### config.mk
export PLATFORM = sky130hd
export DESIGN_NAME = hello_scroll_monitor
export DESIGN_NICKNAME = d
export VERILOG_FILES = /design/src/rtl/hello_scroll_monitor.sv
export SDC_FILE = /design/constraint.sdc
export NUM_CORES = 1
export LEC_CHECK = 0
export BUFFER_PORTS_ARGS = -buffer_cell sky130_fd_sc_hd__buf_2
export CORE_AREA = 2 2 90 92
export DETAILED_ROUTE_END_ITERATION = 10
export DIE_AREA = 0 0 92 94
export PLACE_DENSITY = 0.8
export SKIP_CTS_REPAIR_TIMING = 1
export SYNTH_ARGS = -nofsm -noshare
export SYNTH_HDL_FRONTEND = slang
export SYNTH_SLANG_ARGS = --single-unit
### constraint.sdc
create_clock -name clk -period 5.85 [get_ports clk]
set_clock_uncertainty 0.15 [all_clocks]
set_input_delay 1.755 -clock clk [delete_from_list [all_inputs] [get_ports clk]]
set_output_delay 1.755 -clock clk [all_outputs]
set_load 0.02 [all_outputs]
### src/rtl/hello_scroll_monitor.sv
// hello_scroll_monitor
//   Receive-side checker for the 8-digit "HELLO" scroller. Decodes the eight
//   active-low 7-segment buses back to letter codes. Finds which rotation of
//   "   HELLO" is on display. Tracks the rotation offset frame to frame to
//   confirm a clean one-step left scroll.
//
// Ports
//   clk        in   1      rising-edge clock
//   reset_n    in   1      synchronous active-low reset
//   sample     in   1      capture HEX0..HEX7 on this edge
//   HEX0..HEX7 in   [0:6]  segments a..g, active-low; HEX7 is the leftmost digit
//   codes      out  24     decoded letters, [3i+2:3i] belongs to digit i
//   offset     out  3      rotation offset of the last matching frame
//   frame_ok   out  1      the last sampled frame matched a rotation
//   locked     out  1      high while in LOCKED
//   step_err   out  1      one-cycle pulse when a lock is lost
//   err_cnt    out  CNT_W  saturating count of step_err pulses
//   wrap_cnt   out  CNT_W  saturating count of 7->0 steps while LOCKED
module hello_scroll_monitor #(
  parameter int LOCK_STEPS = 2,
  parameter int CNT_W      = 8
) (
  input  logic             clk,
  input  logic             reset_n,
  input  logic             sample,
  input  logic [0:6]       HEX0,
  input  logic [0:6]       HEX1,
  input  logic [0:6]       HEX2,
  input  logic [0:6]       HEX3,
  input  logic [0:6]       HEX4,
  input  logic [0:6]       HEX5,
  input  logic [0:6]       HEX6,
  input  logic [0:6]       HEX7,
  output logic [23:0]      codes,
  output logic [2:0]       offset,
  output logic             frame_ok,
  output logic             locked,
  output logic             step_err,
  output logic [CNT_W-1:0] err_cnt,
  output logic [CNT_W-1:0] wrap_cnt
);

  typedef enum logic [1:0] {SEARCH, ACQUIRE, LOCKED} state_t;

  // Segment pattern (a..g, active-low) to letter code; 100 marks invalid.
  function automatic logic [2:0] seg_decode(input logic [0:6] seg);
    case (seg)
      7'b1001000: return 3'b000;  // H
      7'b0110000: return 3'b001;  // E
      7'b1110001: return 3'b010;  // L
      7'b0000001: return 3'b011;  // O
      7'b1111111: return 3'b111;  // blank
      default:    return 3'b100;
    endcase
  endfunction

  // Reference string B,B,B,H,E,L,L,O indexed 0..7.
  function automatic logic [2:0] ref_code(input logic [2:0] idx);
    case (idx)
      3'd3:       return 3'b000;
      3'd4:       return 3'b001;
      3'd5, 3'd6: return 3'b010;
      3'd7:       return 3'b011;
      default:    return 3'b111;
    endcase
  endfunction

  function automatic logic [CNT_W-1:0] sat_inc(input logic [CNT_W-1:0] v);
    if (&v) return v;
    return v + {{(CNT_W-1){1'b0}}, 1'b1};
  endfunction

  state_t           state_q, state_d;
  logic [23:0]      codes_q, codes_d;
  logic [2:0]       offset_q, offset_d;
  logic             frame_ok_q, frame_ok_d;
  logic             step_err_q, step_err_d;
  logic [CNT_W-1:0] err_cnt_q, err_cnt_d;
  logic [CNT_W-1:0] wrap_cnt_q, wrap_cnt_d;
  logic [2:0]       good_q, good_d;

  logic [0:6] hex_bus [8];
  logic [2:0] dig [8];
  logic       match_any;
  logic [2:0] match_k;
  logic       hit;
  logic [2:0] prev_plus;
  logic       is_step;
  logic       is_same;

  always_comb begin
    hex_bus[0] = HEX0;
    hex_bus[1] = HEX1;
    hex_bus[2] = HEX2;
    hex_bus[3] = HEX3;
    hex_bus[4] = HEX4;
    hex_bus[5] = HEX5;
    hex_bus[6] = HEX6;
    hex_bus[7] = HEX7;
    for (int i = 0; i < 8; i++) begin
      dig[i] = seg_decode(hex_bus[i]);
    end
  end

  // Try every rotation; an invalid digit (100) never equals a reference code,
  // so it blocks all matches. Rotations of the string are all distinct, so at
  // most one k hits.
  always_comb begin
    match_any = 1'b0;
    match_k   = 3'd0;
    hit       = 1'b0;
    for (int k = 0; k < 8; k++) begin
      hit = 1'b1;
      for (int i = 0; i < 8; i++) begin
        if (dig[7-i] != ref_code(3'(i + k))) hit = 1'b0;
      end
      if (hit) begin
        match_any = 1'b1;
        match_k   = 3'(k);
      end
    end
  end

  assign prev_plus = offset_q + 3'd1;
  assign is_step   = (match_k == prev_plus);
  assign is_same   = (match_k == offset_q);

  always_comb begin
    state_d    = state_q;
    codes_d    = codes_q;
    offset_d   = offset_q;
    frame_ok_d = frame_ok_q;
    step_err_d = 1'b0;
    err_cnt_d  = err_cnt_q;
    wrap_cnt_d = wrap_cnt_q;
    good_d     = good_q;

    if (sample) begin
      codes_d    = {dig[7], dig[6], dig[5], dig[4], dig[3], dig[2], dig[1], dig[0]};
      frame_ok_d = match_any;
      if (match_any) offset_d = match_k;

      case (state_q)
        SEARCH: begin
          if (match_any) begin
            good_d  = 3'd0;
            state_d = ACQUIRE;
          end
        end
        ACQUIRE: begin
          if (!match_any) begin
            state_d = SEARCH;
          end else if (is_step) begin
            good_d = good_q + 3'd1;
            if ((int'(good_q) + 1) >= LOCK_STEPS) state_d = LOCKED;
          end else if (!is_same) begin
            good_d = 3'd0;
          end
        end
        LOCKED: begin
          if (!match_any) begin
            step_err_d = 1'b1;
            err_cnt_d  = sat_inc(err_cnt_q);
            state_d    = SEARCH;
          end else if (is_step) begin
            if (offset_q == 3'd7) wrap_cnt_d = sat_inc(wrap_cnt_q);
          end else if (!is_same) begin
            step_err_d = 1'b1;
            err_cnt_d  = sat_inc(err_cnt_q);
            good_d     = 3'd0;
            state_d    = ACQUIRE;
          end
        end
        default: state_d = SEARCH;
      endcase
    end
  end

  always_ff @(posedge clk) begin
    if (!reset_n) begin
      state_q    <= SEARCH;
      codes_q    <= 24'hFFFFFF;
      offset_q   <= 3'd0;
      frame_ok_q <= 1'b0;
      step_err_q <= 1'b0;
      err_cnt_q  <= '0;
      wrap_cnt_q <= '0;
      good_q     <= 3'd0;
    end else begin
      state_q    <= state_d;
      codes_q    <= codes_d;
      offset_q   <= offset_d;
      frame_ok_q <= frame_ok_d;
      step_err_q <= step_err_d;
      err_cnt_q  <= err_cnt_d;
      wrap_cnt_q <= wrap_cnt_d;
      good_q     <= good_d;
    end
  end

  assign codes    = codes_q;
  assign offset   = offset_q;
  assign frame_ok = frame_ok_q;
  assign locked   = (state_q == LOCKED);
  assign step_err = step_err_q;
  assign err_cnt  = err_cnt_q;
  assign wrap_cnt = wrap_cnt_q;

endmodule
==> flow_summary.toml <==
[run_status]
status = "complete, no violations"

[synth]
synth_edf_count = 0
ys.flop_type = "dfxtp_1"
synthTopCellsByArea = "dfxtp_1, nand2_1, o21ai_0, nand3_1, nor2_1"
ys_seq_area_share_pct = 24.7
ys_types = 82
synth_top_family_by_area = "simple AND/OR/NAND/NOR gates"
synthSimpleGateAreaFrac_pct = 42.8
synth_top_area_share_pct = 24.7
yosys_warnings = 0
synth_compound_area_share_pct = 23.3
yosys.area_share.adder_pct = 3.09
synth_xor_area_share_pct = 1.05
synth_cells = 524
syn_nets = 593
yosys.area.top_type = "dfxtp_1"
netlist_area_mm2 = 0.00405
ys_seq_elements = 50
synthArstFlopShare_pct = 0
synthMuxAreaShare_pct = 0.988
avgSynthCellArea_um2 = 7.73

[sta]
worstMarginPinSlew_ps = 800
fin_ws_ps = 609
hold_violations = 0
fmax_ghz = 0.191
period_needed_ps = 5240
relSlewSlack_pct = 46.7
period_share_pct = 89.6
rsz0062_at_grt = "false"
finalMaxSlewViolations = 0
whs_ps = 335
fin_setup_tns_ps = 0
finalSetupViolCount = 0

[routing]
avgRoutedWirePerCell_um = 18.7
vias_per_cell = 6.56
num_vias = 4779
wl_mm = 13.6
drc = 0
drtIter0Drc = 354
first_pass_iters = 7
drtAntennaViolNets = 0

[floorplanning]
dieArea_mm2 = 0.00865
die_h_um = 94
ios = 105
core_mm2 = 0.00761
rows = 32
die_w_um = 92
start_util_pct = 53.3

[placement]
dp.cells = 721
hpwl_mm = 10.7
dpl_cell_area_mm2 = 0.00465
io_buffer_count = 104
dp_slack_ps = 343
gp_congestion = 1.00

[flow_run]
drv_cap = 0

[hold_path]
hp-class = "reg2reg"
hold_end = "codes[21]"
hold_depth = 2
min-delay-start = "codes[21]"

[global_routing]
antenna_found_initial = 0
grt_pass1_vias = 4457
grt_overflow = 0
grt_first_pass_wirelength_mm = 22.4
grt_usage_pct = 32.2
grt_max_degree = 46

[critical_path]
end_kind = "register"
worstPathCellList = "buf_2 -> or4b_2 -> nor4_1 -> nand3_1 -> nor4_2 -> nor3_1 -> a211oi_4 -> o21ai_2 -> or3_4 -> or4_1 -> a21oi_1"
crit_required_ps = 5920
reg2reg_slack_ps = 2660
worst-path-max-fanout = 14
critPathTopFamily = "simple AND/OR/NAND/NOR gates"
rr_worst_depth = 10
path_class = "in2reg"
cp-start-kind = "input port"
reg2reg_to = "err_cnt[2]"
startpoint = "HEX2[2]"
worst_r2r_startpoint = "offset[0]"
critPathArrivalTime_ps = 5310
cpPeakStageDelay_ps = 730
worst_path_max_delay_cell = "or4b_2"
path_buf_inv = 1

[pwr]
total_power_mw = 0.718
p_leak_nw = 1.74
power.density_mw_per_mm2 = 151
vdd_drop_max_mv = 0.132

[cells_and_area]
utilization_pct = 62.6
fin_cells = 729
fillers = 702
layout_commonest_cell = "buf_2"
nets = 695
area_delta_synth_final_pct = 17.5
antennaDiodeCount = 0
design_area_mm2 = 0.00476
mostFrequentLayoutCells = "buf_2, nand2_1, dfxtp_1"
drive_above_1_share_pct = 27.3

[cts]
clockBufferDepth = 2
cts_inserted_buffers = 5
cts_tree = "yes"
cts_max_level = 2
cts_root_buf = "clkbuf_8"
clk_latency_ps = 310
clk_pin_slew_ps = 90
clkSinkCount = 50
==> synthesized netlist by cell type (3+ instances only) <==
master,count
nand2_1,56
dfxtp_1,50
o21ai_0,40
nor2_1,37
nand3_1,36
a21oi_1,27
nor3_1,21
nand4_1,17
nor4_1,17
inv_1,14
or4_1,13
clkbuf_1,11
ha_1,10
or3_1,10
o31ai_1,9
or2_2,9
a211oi_1,6
and3_1,6
and3_2,6
nor4b_1,6
o211ai_1,6
a22oi_1,5
nor3b_1,5
nor4bb_1,5
clkbuf_8,4
mux2i_1,4
o2111a_1,4
o22ai_1,4
or4b_2,4
or4bb_1,4
a311oi_1,3
and2_1,3
and2_2,3
nand4b_1,3
nor2b_1,3
nor4_2,3
==> flip-flops by register name (all words and copies together) (netlist names) <==
name / count
state_q: 2
offset: 3
err_cnt: 8
step_err: 1
codes: 24
wrap_cnt: 8
frame_ok: 1
good_q: 3
==> worst reg2reg max path, cell delays in order, from the launching register on <==
cell and delay (ps):
dfxtp_1 360, ha_1 210, ha_1 370, nor4_1 470, a22oi_1 130, and4_2 290, nor3_2 170, o31ai_2 80
buf_4 210, or4_1 490, a21oi_1 170
==> per-layer routing <==
layer | global-route usage, % | up-vias | part of all wire (%)
met5 | 0 | - | 0
li1 | - | 2259 | -
met2 | 51.7 | 238 | 45
met4 | 6.72 | 0 | 1.9
met3 | 5.78 | 29 | 9.1
met1 | 45.3 | 2253 | 44
==> cell families (layout without fill, tap and decap cells) <==
kind of cell,after synthesis,in the layout
buffers and inverters,31,134
multiplexers,4,4
XOR/XNOR,4,4
AO/OA/AOI/OAI,134,134
AND/OR/NAND/NOR,291,291
adder cells (fa/ha/maj),10,10
flip-flops,50,50
==> worst max path at each step <==
stage / depth (start not counted) / slack [ps] / end
2_1_floorplan: 10 / 900 / wrap_cnt[2]
3_5_place_dp: 11 / 340 / wrap_cnt[5]
4_1_cts: 11 / 640 / wrap_cnt[5]
6_report: 11 / 610 / wrap_cnt[5]
3_3_place_gp: 11 / 450 / wrap_cnt[6]
5_1_grt: 11 / 370 / wrap_cnt[6]
==> power by group <==
| group | internal (mW) | total [mW] | switching, mW |
|---|---|---|---|
| sequential | 0.349 | 0.353 | 0.00438 |
| combinational | 0.0409 | 0.118 | 0.0776 |
| clock | 0.128 | 0.247 | 0.118 |
| total | 0.518 | 0.718 | 0.200 |
==> cell type report <==
cell class	count	area, um2	area share [%]
clock inverters	3	43.8	0.920
clock buffers	5	68.8	1.45
multi-input cells	443	2890	60.6
flip-flops and latches	50	1000	21.0
repair buffers	112	581	12.2
inverters	14	52.6	1.10
well taps	102	128	2.68
Note: power is estimated with default switching activity, not from simulation.
